--- config.mk ---
export PLATFORM = sky130hd
export DESIGN_NAME = spu_mc_ctl
export DESIGN_NICKNAME = d
export VERILOG_FILES = /design/src/rtl/spu_mc_ctl.sv
export SDC_FILE = /design/constraint.sdc
export NUM_CORES = 1
export LEC_CHECK = 0
export CORE_ASPECT_RATIO = 1.75
export CORE_MARGIN = 2
export CORE_UTILIZATION = 55
export CTS_BUF_LIST = sky130_fd_sc_hd__clkbuf_4 sky130_fd_sc_hd__clkbuf_8
export CTS_CLUSTER_DIAMETER = 150
export CTS_CLUSTER_SIZE = 10
export DETAILED_ROUTE_END_ITERATION = 8
export PLACE_DENSITY_LB_ADDON = 0.15
export REMOVE_ABC_BUFFERS = 1
export SETUP_SLACK_MARGIN = 0.02
export SLEW_MARGIN = 30
export SYNTH_ARGS = -nofsm -noshare
export SYNTH_HDL_FRONTEND = slang
export SYNTH_SLANG_ARGS = --single-unit
--- constraint.sdc ---
create_clock -name clk -period 11.4 [get_ports clk]
set_clock_uncertainty 0.2 [all_clocks]
set_input_delay 1.14 -clock clk [delete_from_list [all_inputs] [get_ports clk]]
set_output_delay 1.14 -clock clk [all_outputs]
set_load 0.03 [all_outputs]
--- src/rtl/spu_mc_ctl.sv ---
// spu_mc_ctl: serves one packet-id request channel at a time, sequencing
// head flit, data flits and packet-buffer drain, with timeout and routing
// error detection.
// Optional feature: define SPU_MC_PKT_CNT_EN to add the pkt_cnt output and
// its completed-packet counter.
module spu_mc_ctl #(
  parameter int unsigned NCH        = 4,
  parameter int unsigned CW         = 16,
  parameter int unsigned WR_BUF_LAT = 3
) (
  input  logic                     clk,
  input  logic                     rstn,
  input  logic [NCH-1:0]           spidr_vld,
  input  logic [NCH-1:0]           sprr_vld,
  input  logic                     retire_keep,
  input  logic [CW-1:0]            cfg_pkt_req_dly,
  input  logic [CW-1:0]            cfg_snd_flt_dly,
  output logic                     sel_od,
  output logic                     head_flt_vld,
  output logic                     data_flt_vld,
  output logic                     rd_pb_en,
  output logic                     start_read_sram,
  input  logic                     od_vld,
  input  logic                     od_rdy,
  input  logic                     pb_empty,
  input  logic                     read_sram_done,
  input  logic                     read_sram_err,
  output logic [$clog2(NCH)-1:0]   ch_sel,
  output logic                     ch_busy,
  output logic                     err_vld,
  output logic [2:0]               err_code,
  output logic [$clog2(NCH)-1:0]   err_ch
`ifdef SPU_MC_PKT_CNT_EN
  ,
  output logic [31:0]              pkt_cnt
`endif
);

  localparam int unsigned CHW = $clog2(NCH);
  localparam int unsigned DCW = 3;
  localparam int unsigned NS  = 6;

  // One-hot state bit positions
  localparam int unsigned I_IDLE  = 0;
  localparam int unsigned I_SPID  = 1;
  localparam int unsigned I_SHF   = 2;
  localparam int unsigned I_SDF   = 3;
  localparam int unsigned I_DRAIN = 4;
  localparam int unsigned I_ERR   = 5;

  localparam logic [NS-1:0] ST_IDLE  = 6'b000001;
  localparam logic [NS-1:0] ST_SPID  = 6'b000010;
  localparam logic [NS-1:0] ST_SHF   = 6'b000100;
  localparam logic [NS-1:0] ST_SDF   = 6'b001000;
  localparam logic [NS-1:0] ST_DRAIN = 6'b010000;
  localparam logic [NS-1:0] ST_ERR   = 6'b100000;

  localparam logic [2:0] ERR_NONE     = 3'd0;
  localparam logic [2:0] ERR_MISS     = 3'd1;
  localparam logic [2:0] ERR_PKT_TMO  = 3'd2;
  localparam logic [2:0] ERR_HEAD_TMO = 3'd3;
  localparam logic [2:0] ERR_DATA_TMO = 3'd4;
  localparam logic [2:0] ERR_SRAM     = 3'd5;

  logic [NS-1:0]  state_q;
  logic [NS-1:0]  state_d;
  logic [CHW-1:0] last_gnt_q;
  logic [CW-1:0]  tick_q;
  logic [CW-1:0]  tick_inc;
  logic [DCW-1:0] dcnt_q;
  logic           gnt_found;
  logic [CHW-1:0] gnt_idx;
  logic [CHW-1:0] rr_idx;
  logic           mr_found;
  logic [CHW-1:0] mr_idx;
  logic           stall_st;
  logic           state_chg;
  logic           drain_done;
  logic           enter_err;
  logic [2:0]     err_code_d;
  logic [CHW-1:0] err_ch_d;

  assign stall_st   = state_q[I_SHF] | state_q[I_SDF] | state_q[I_DRAIN];
  assign state_chg  = (state_d != state_q);
  assign tick_inc   = (&tick_q) ? tick_q : tick_q + CW'(1);
  assign drain_done = pb_empty && (dcnt_q == DCW'(WR_BUF_LAT - 1));
  assign enter_err  = state_d[I_ERR] & ~state_q[I_ERR];

  // Round-robin grant search starting one past the last granted channel
  always_comb begin
    gnt_found = 1'b0;
    gnt_idx   = '0;
    rr_idx    = '0;
    for (int unsigned i = 0; i < NCH; i++) begin
      rr_idx = CHW'((32'(last_gnt_q) + 32'd1 + i) % NCH);
      if (!gnt_found && spidr_vld[rr_idx]) begin
        gnt_found = 1'b1;
        gnt_idx   = rr_idx;
      end
    end
  end

  // Lowest-index routing response seen while idle (miss-route source)
  always_comb begin
    mr_found = 1'b0;
    mr_idx   = '0;
    for (int unsigned i = 0; i < NCH; i++) begin
      if (!mr_found && sprr_vld[CHW'(i)]) begin
        mr_found = 1'b1;
        mr_idx   = CHW'(i);
      end
    end
  end

  // State register
  always_ff @(posedge clk or negedge rstn) begin
    if (!rstn) begin
      state_q <= ST_IDLE;
    end else begin
      state_q <= state_d;
    end
  end

  // Next-state logic, plus the error status to load when entering ERROR
  always_comb begin
    state_d    = state_q;
    err_code_d = ERR_NONE;
    err_ch_d   = ch_sel;
    case (1'b1)
      state_q[I_IDLE]: begin
        if (gnt_found) begin
          state_d = ST_SPID;
        end else if (mr_found) begin
          state_d    = ST_ERR;
          err_code_d = ERR_MISS;
          err_ch_d   = mr_idx;
        end
      end
      state_q[I_SPID]: begin
        if (sprr_vld[ch_sel]) begin
          state_d = ST_SHF;
        end else if (tick_q > cfg_pkt_req_dly) begin
          state_d    = ST_ERR;
          err_code_d = ERR_PKT_TMO;
        end
      end
      state_q[I_SHF]: begin
        if (od_rdy) begin
          state_d = ST_SDF;
        end else if (tick_q > cfg_snd_flt_dly) begin
          state_d    = ST_ERR;
          err_code_d = ERR_HEAD_TMO;
        end
      end
      state_q[I_SDF]: begin
        if (read_sram_done) begin
          state_d = ST_DRAIN;
        end else if (read_sram_err) begin
          state_d    = ST_ERR;
          err_code_d = ERR_SRAM;
        end else if (tick_q > cfg_snd_flt_dly) begin
          state_d    = ST_ERR;
          err_code_d = ERR_DATA_TMO;
        end
      end
      state_q[I_DRAIN]: begin
        if (drain_done) begin
          state_d = ST_IDLE;
        end else if (read_sram_err) begin
          state_d    = ST_ERR;
          err_code_d = ERR_SRAM;
        end else if (tick_q > cfg_snd_flt_dly) begin
          state_d    = ST_ERR;
          err_code_d = ERR_DATA_TMO;
        end
      end
      state_q[I_ERR]: begin
        if (!retire_keep) begin
          state_d = ST_IDLE;
        end
      end
      default: begin
        state_d = ST_IDLE;
      end
    endcase
  end

  // Datapath controls decoded from the current state
  always_comb begin
    sel_od          = 1'b0;
    head_flt_vld    = 1'b0;
    data_flt_vld    = 1'b0;
    rd_pb_en        = 1'b0;
    start_read_sram = 1'b0;
    ch_busy         = 1'b0;
    if (state_q[I_SPID]) begin
      ch_busy = 1'b1;
    end
    if (state_q[I_SHF]) begin
      ch_busy         = 1'b1;
      start_read_sram = 1'b1;
      head_flt_vld    = 1'b1;
    end
    if (state_q[I_SDF] | state_q[I_DRAIN]) begin
      ch_busy      = 1'b1;
      sel_od       = 1'b1;
      data_flt_vld = ~pb_empty;
      rd_pb_en     = od_vld & od_rdy;
    end
  end

  // Granted channel and round-robin pointer, updated on each new grant
  always_ff @(posedge clk or negedge rstn) begin
    if (!rstn) begin
      ch_sel     <= '0;
      last_gnt_q <= CHW'(NCH - 1);
    end else if (state_q[I_IDLE] && gnt_found) begin
      ch_sel     <= gnt_idx;
      last_gnt_q <= gnt_idx;
    end
  end

  // Timeout tick: free-running in SPID, consecutive stalls elsewhere
  always_ff @(posedge clk or negedge rstn) begin
    if (!rstn) begin
      tick_q <= '0;
    end else if (state_chg) begin
      tick_q <= '0;
    end else if (state_q[I_SPID]) begin
      tick_q <= tick_inc;
    end else if (stall_st) begin
      tick_q <= (od_vld & ~od_rdy) ? tick_inc : '0;
    end else begin
      tick_q <= '0;
    end
  end

  // Consecutive pb_empty cycles while draining the packet buffer
  always_ff @(posedge clk or negedge rstn) begin
    if (!rstn) begin
      dcnt_q <= '0;
    end else if (state_chg || !state_q[I_DRAIN] || !pb_empty) begin
      dcnt_q <= '0;
    end else if (dcnt_q < DCW'(WR_BUF_LAT - 1)) begin
      dcnt_q <= dcnt_q + DCW'(1);
    end
  end

  // Error status: loads entering ERROR, clears when ERROR retires
  always_ff @(posedge clk or negedge rstn) begin
    if (!rstn) begin
      err_vld  <= 1'b0;
      err_code <= ERR_NONE;
      err_ch   <= '0;
    end else if (enter_err) begin
      err_vld  <= 1'b1;
      err_code <= err_code_d;
      err_ch   <= err_ch_d;
    end else if (state_q[I_ERR] && !retire_keep) begin
      err_vld  <= 1'b0;
      err_code <= ERR_NONE;
      err_ch   <= '0;
    end
  end

`ifdef SPU_MC_PKT_CNT_EN
  // Completed packets, counted on each DRAIN to IDLE hand-back
  always_ff @(posedge clk or negedge rstn) begin
    if (!rstn) begin
      pkt_cnt <= '0;
    end else if (state_q[I_DRAIN] && state_d[I_IDLE]) begin
      pkt_cnt <= pkt_cnt + 32'd1;
    end
  end
`endif

endmodule
==> reports/metrics.json <==
{
  "cts_root_buf": {"value": "sky130_fd_sc_hd__clkbuf_8"},
  "final_min_period_over_clock_period": {"value": 0.437},
  "die-width": {"value": 61.0, "unit": "um"},
  "layout-area-overhead-vs-synth": {"value": 25.5, "unit": "%"},
  "route.antenna.remaining_nets": {"value": 0},
  "dp_hpwl": {"value": 6560, "unit": "um"},
  "global_route.peak_usage_layer": {"value": "met2"},
  "initial_core_util": {"value": 0.564},
  "worst_r2r_endpoint": {"value": "tick_q[10]$_DFF_PN0_"},
  "post_synth_inst_count": {"value": 374},
  "cts_hold_repair.buffers": {"value": 0},
  "worst_hold_path_type": {"value": "register to register"},
  "dieArea": {"value": 6330, "unit": "sq um"},
  "fp.dieH": {"value": 104, "unit": "um"},
  "crit_path_max_incr_delay": {"value": 540, "unit": "ps"},
  "num-nets-final": {"value": 520},
  "insertion_delay_to_the_later_sink_of_the_worst_skew_pair": {"value": 290, "unit": "ps"},
  "tns": {"value": 0, "unit": "ps"},
  "cts_num_sinks": {"value": 35},
  "grt_pass1_vias": {"value": 3084},
  "setup_viol": {"value": 0},
  "grt_antenna_before_repair": {"value": 0},
  "critical_path_peak_fanout": {"value": 16},
  "yosys_warnings": {"value": 0},
  "max-vdd-ir-drop": {"value": 0.126, "unit": "mV"},
  "ys_types": {"value": 64},
  "wl": {"value": 8240, "unit": "um"},
  "grt_usage": {"value": 0.280},
  "hold_path_startpoint": {"value": "last_gnt_q[1]$_DFFE_PN1P_"},
  "worst_r2r_startpoint": {"value": "tick_q[1]$_DFF_PN0_"},
  "final.fill_count": {"value": 467},
  "min_delay_path_depth": {"value": 2},
  "cap_violations": {"value": 0},
  "final_core_util": {"value": 0.708},
  "met2_usage": {"value": 0.513},
  "post_synth_instance_area": {"value": 3130, "unit": "sq um"},
  "synth-seq-area-share": {"value": 0.281},
  "rows": {"value": 36},
  "io_pins": {"value": 62},
  "antenna_cell_count": {"value": 0},
  "leakagePower": {"value": 1.79, "unit": "nW"},
  "detail_route.wl_per_cell": {"value": 16.1, "unit": "um"},
  "synth_async_sr_flop_share": {"value": 1.00},
  "globalRoute.totalOverflow": {"value": 0},
  "outcome": {"value": "complete, no violations"},
  "core": {"value": 5540, "unit": "sq um"},
  "synth_enable_flop_cells": {"value": 0},
  "cts_setup_buffers": {"value": 0},
  "grt_max_degree": {"value": 36},
  "initialDrtViolationCount": {"value": 127},
  "worst_pin_slew": {"value": 651, "unit": "ps"},
  "worst_path_cell_chain": {"value": "clkdlybuf4s50_1, inv_1, ha_1, nor2b_1, o211ai_1, a2111oi_4, nor4b_2, or2_1, a211oi_1, a211oi_1, a21oi_1, ha_1, nand4_1, a211o_1, a21oi_1, o311ai_4, nor3_1"},
  "worst-path-buf-inv": {"value": 2},
  "arrival_time_reported_for_the_critical_path_endpoint": {"value": 4990, "unit": "ps"},
  "cts_tree": {"value": "yes"},
  "remaining_drc_errors": {"value": 0},
  "grt.met1_usage": {"value": 0.272},
  "numCtsBuffers": {"value": 5},
  "worst_r2r_path_depth": {"value": 15},
  "vias": {"value": 3069},
  "dp_slack": {"value": 6060, "unit": "ps"},
  "worst_setup_hold_path_clk_slew": {"value": 70, "unit": "ps"},
  "layout_setup_ws": {"value": 6420, "unit": "ps"},
  "endpoint_kind": {"value": "register"},
  "numPortBuffers": {"value": 61},
  "syn-mean-instance-area": {"value": 8.36, "unit": "sq um"},
  "detail_route.first_pass.iterations": {"value": 4},
  "data_required_time_at_the_worst_endpoint": {"value": 11400, "unit": "ps"},
  "cts-root-to-sink-buffers": {"value": 2},
  "whs_endpoint": {"value": "last_gnt_q[1]$_DFFE_PN1P_"},
  "viasPerCell": {"value": 5.98},
  "timing.final.max_slew_violations": {"value": 0},
  "relative_slew_slack": {"value": 0.565},
  "cp_top_family": {"value": "compound AO/OA/AOI/OAI gates"},
  "drive_gt1_frac": {"value": 0.0664},
  "final_common_cell": {"value": "sky130_fd_sc_hd__clkdlybuf4s50_1"},
  "top_ff_cell_synth": {"value": "sky130_fd_sc_hd__dfrtp_1"},
  "start_to_end_type_of_the_worst_setup_path": {"value": "primary input to register"},
  "routabilityCongestion": {"value": 0.926},
  "layout_common_cells": {"value": "sky130_fd_sc_hd__clkdlybuf4s50_1, sky130_fd_sc_hd__inv_1, sky130_fd_sc_hd__nand2_1, sky130_fd_sc_hd__nor2_1, sky130_fd_sc_hd__ha_1"},
  "cts_htree_levels": {"value": 2},
  "grt_first_pass_wirelength": {"value": 13600, "unit": "um"},
  "grtUsageMet3": {"value": 0.0437},
  "worst_path_max_delay_cell": {"value": "sky130_fd_sc_hd__nor4b_2"},
  "report.final.hold_viol_count": {"value": 0},
  "cts.repair.resized": {"value": 0},
  "ys_seq_elements": {"value": 35},
  "regToRegSetupSlack": {"value": 7260, "unit": "ps"},
  "fmax": {"value": 201, "unit": "MHz"},
  "finalWorstPathRequiredPeriod": {"value": 4980, "unit": "ps"},
  "power_density": {"value": 161, "unit": "nW/um^2"},
  "worst_setup_start_kind": {"value": "primary input"},
  "unrepaired_setup_endpoints_after_global_routing": {"value": "false"}
}
per-layer routing:
layer	vias to the layer above	part of all wire
li1	1468	-
met1	1452	0.34
met2	107	0.55
met3	42	0.044
met4	0	0.065
met5	-	0
worst max-delay path by stage:
stage | slack [ps] | cells after the start | end | startpoint
finish | 6420 | 17 | tick_q[10]$_DFF_PN0_ | cfg_snd_flt_dly[1]
global route | 5990 | 17 | tick_q[10]$_DFF_PN0_ | cfg_snd_flt_dly[1]
CTS | 6340 | 17 | tick_q[10]$_DFF_PN0_ | cfg_snd_flt_dly[1]
detailed placement | 6060 | 17 | tick_q[10]$_DFF_PN0_ | cfg_snd_flt_dly[1]
global placement | 6250 | 16 | tick_q[8]$_DFF_PN0_ | cfg_snd_flt_dly[15]
floorplan | 7030 | 16 | tick_q[10]$_DFF_PN0_ | cfg_snd_flt_dly[1]
flip-flops by register name, summed over array words and instances, names as in the netlist:
signal and count:
dcnt_q 3, err_vld 1, err_ch 2, err_code 3, last_gnt_q 2, ch_sel 2
tick_q 16, state_q 6
metrics by stage:
step           power (mW)  instance area, sq um  std cells  hold WS, ps
4_1_cts             0.625                  3910        513          309
3_3_place_gp        0.516                  3810        505          293
6_report            0.631                  3920        513          304
5_1_grt             0.671                  3920        513          339
2_1_floorplan       0.409                  3100        367          274
3_5_place_dp        0.522                  3810        505          297
cell usage after synthesis, types with 5 or more instances:
cell,count,area (sq um)
sky130_fd_sc_hd__clkbuf_1,5,18.8
sky130_fd_sc_hd__mux2i_1,7,70.1
sky130_fd_sc_hd__inv_1,46,173
sky130_fd_sc_hd__a31oi_1,8,50.1
sky130_fd_sc_hd__nor2_1,36,135
sky130_fd_sc_hd__nand2_1,37,139
sky130_fd_sc_hd__nand4_1,10,62.6
sky130_fd_sc_hd__nor3_1,8,40.0
sky130_fd_sc_hd__dfrtp_1,32,801
sky130_fd_sc_hd__a21oi_1,23,115
sky130_fd_sc_hd__nor4_1,5,31.3
sky130_fd_sc_hd__o21ai_0,9,45.0
sky130_fd_sc_hd__xor2_1,8,70.1
sky130_fd_sc_hd__nand3_1,12,60.1
sky130_fd_sc_hd__ha_1,36,450
sky130_fd_sc_hd__nor2b_1,6,37.5
tightest hold or removal path: cells and delay by family, from the launching register on:
| family | cells | cell delay, ps |
|---|---|---|
| simple gates | 2 | 110 |
| flops | 1 | 400 |
kinds of logic (layout without fill, tap and decap cells):
kind of cell    after synthesis  in the layout  share of synthesized area
simple gates                142            142                      0.236
mux                          11             11                     0.0440
flops                        35             35                      0.281
buf+inv                      54            117                     0.0664
fa+ha+maj                    36             36                      0.144
xor+xnor                     11             11                     0.0308
compound gates               85             85                      0.197
cell type report:
type	count	area, sq um	area share
clock buffers	8	104	0.0265
inverters	47	176	0.0450
multi-input cells	285	2050	0.522
flip-flops and latches	35	880	0.224
well taps	76	95.1	0.0242
repair buffers	62	618	0.158
report_power, final:
part           internal, mW  switching [mW]
logic                 0.144           0.191
clock network        0.0575          0.0435
registers             0.151          0.0431
No activity file was read; power rests on OpenSTA's default activity.
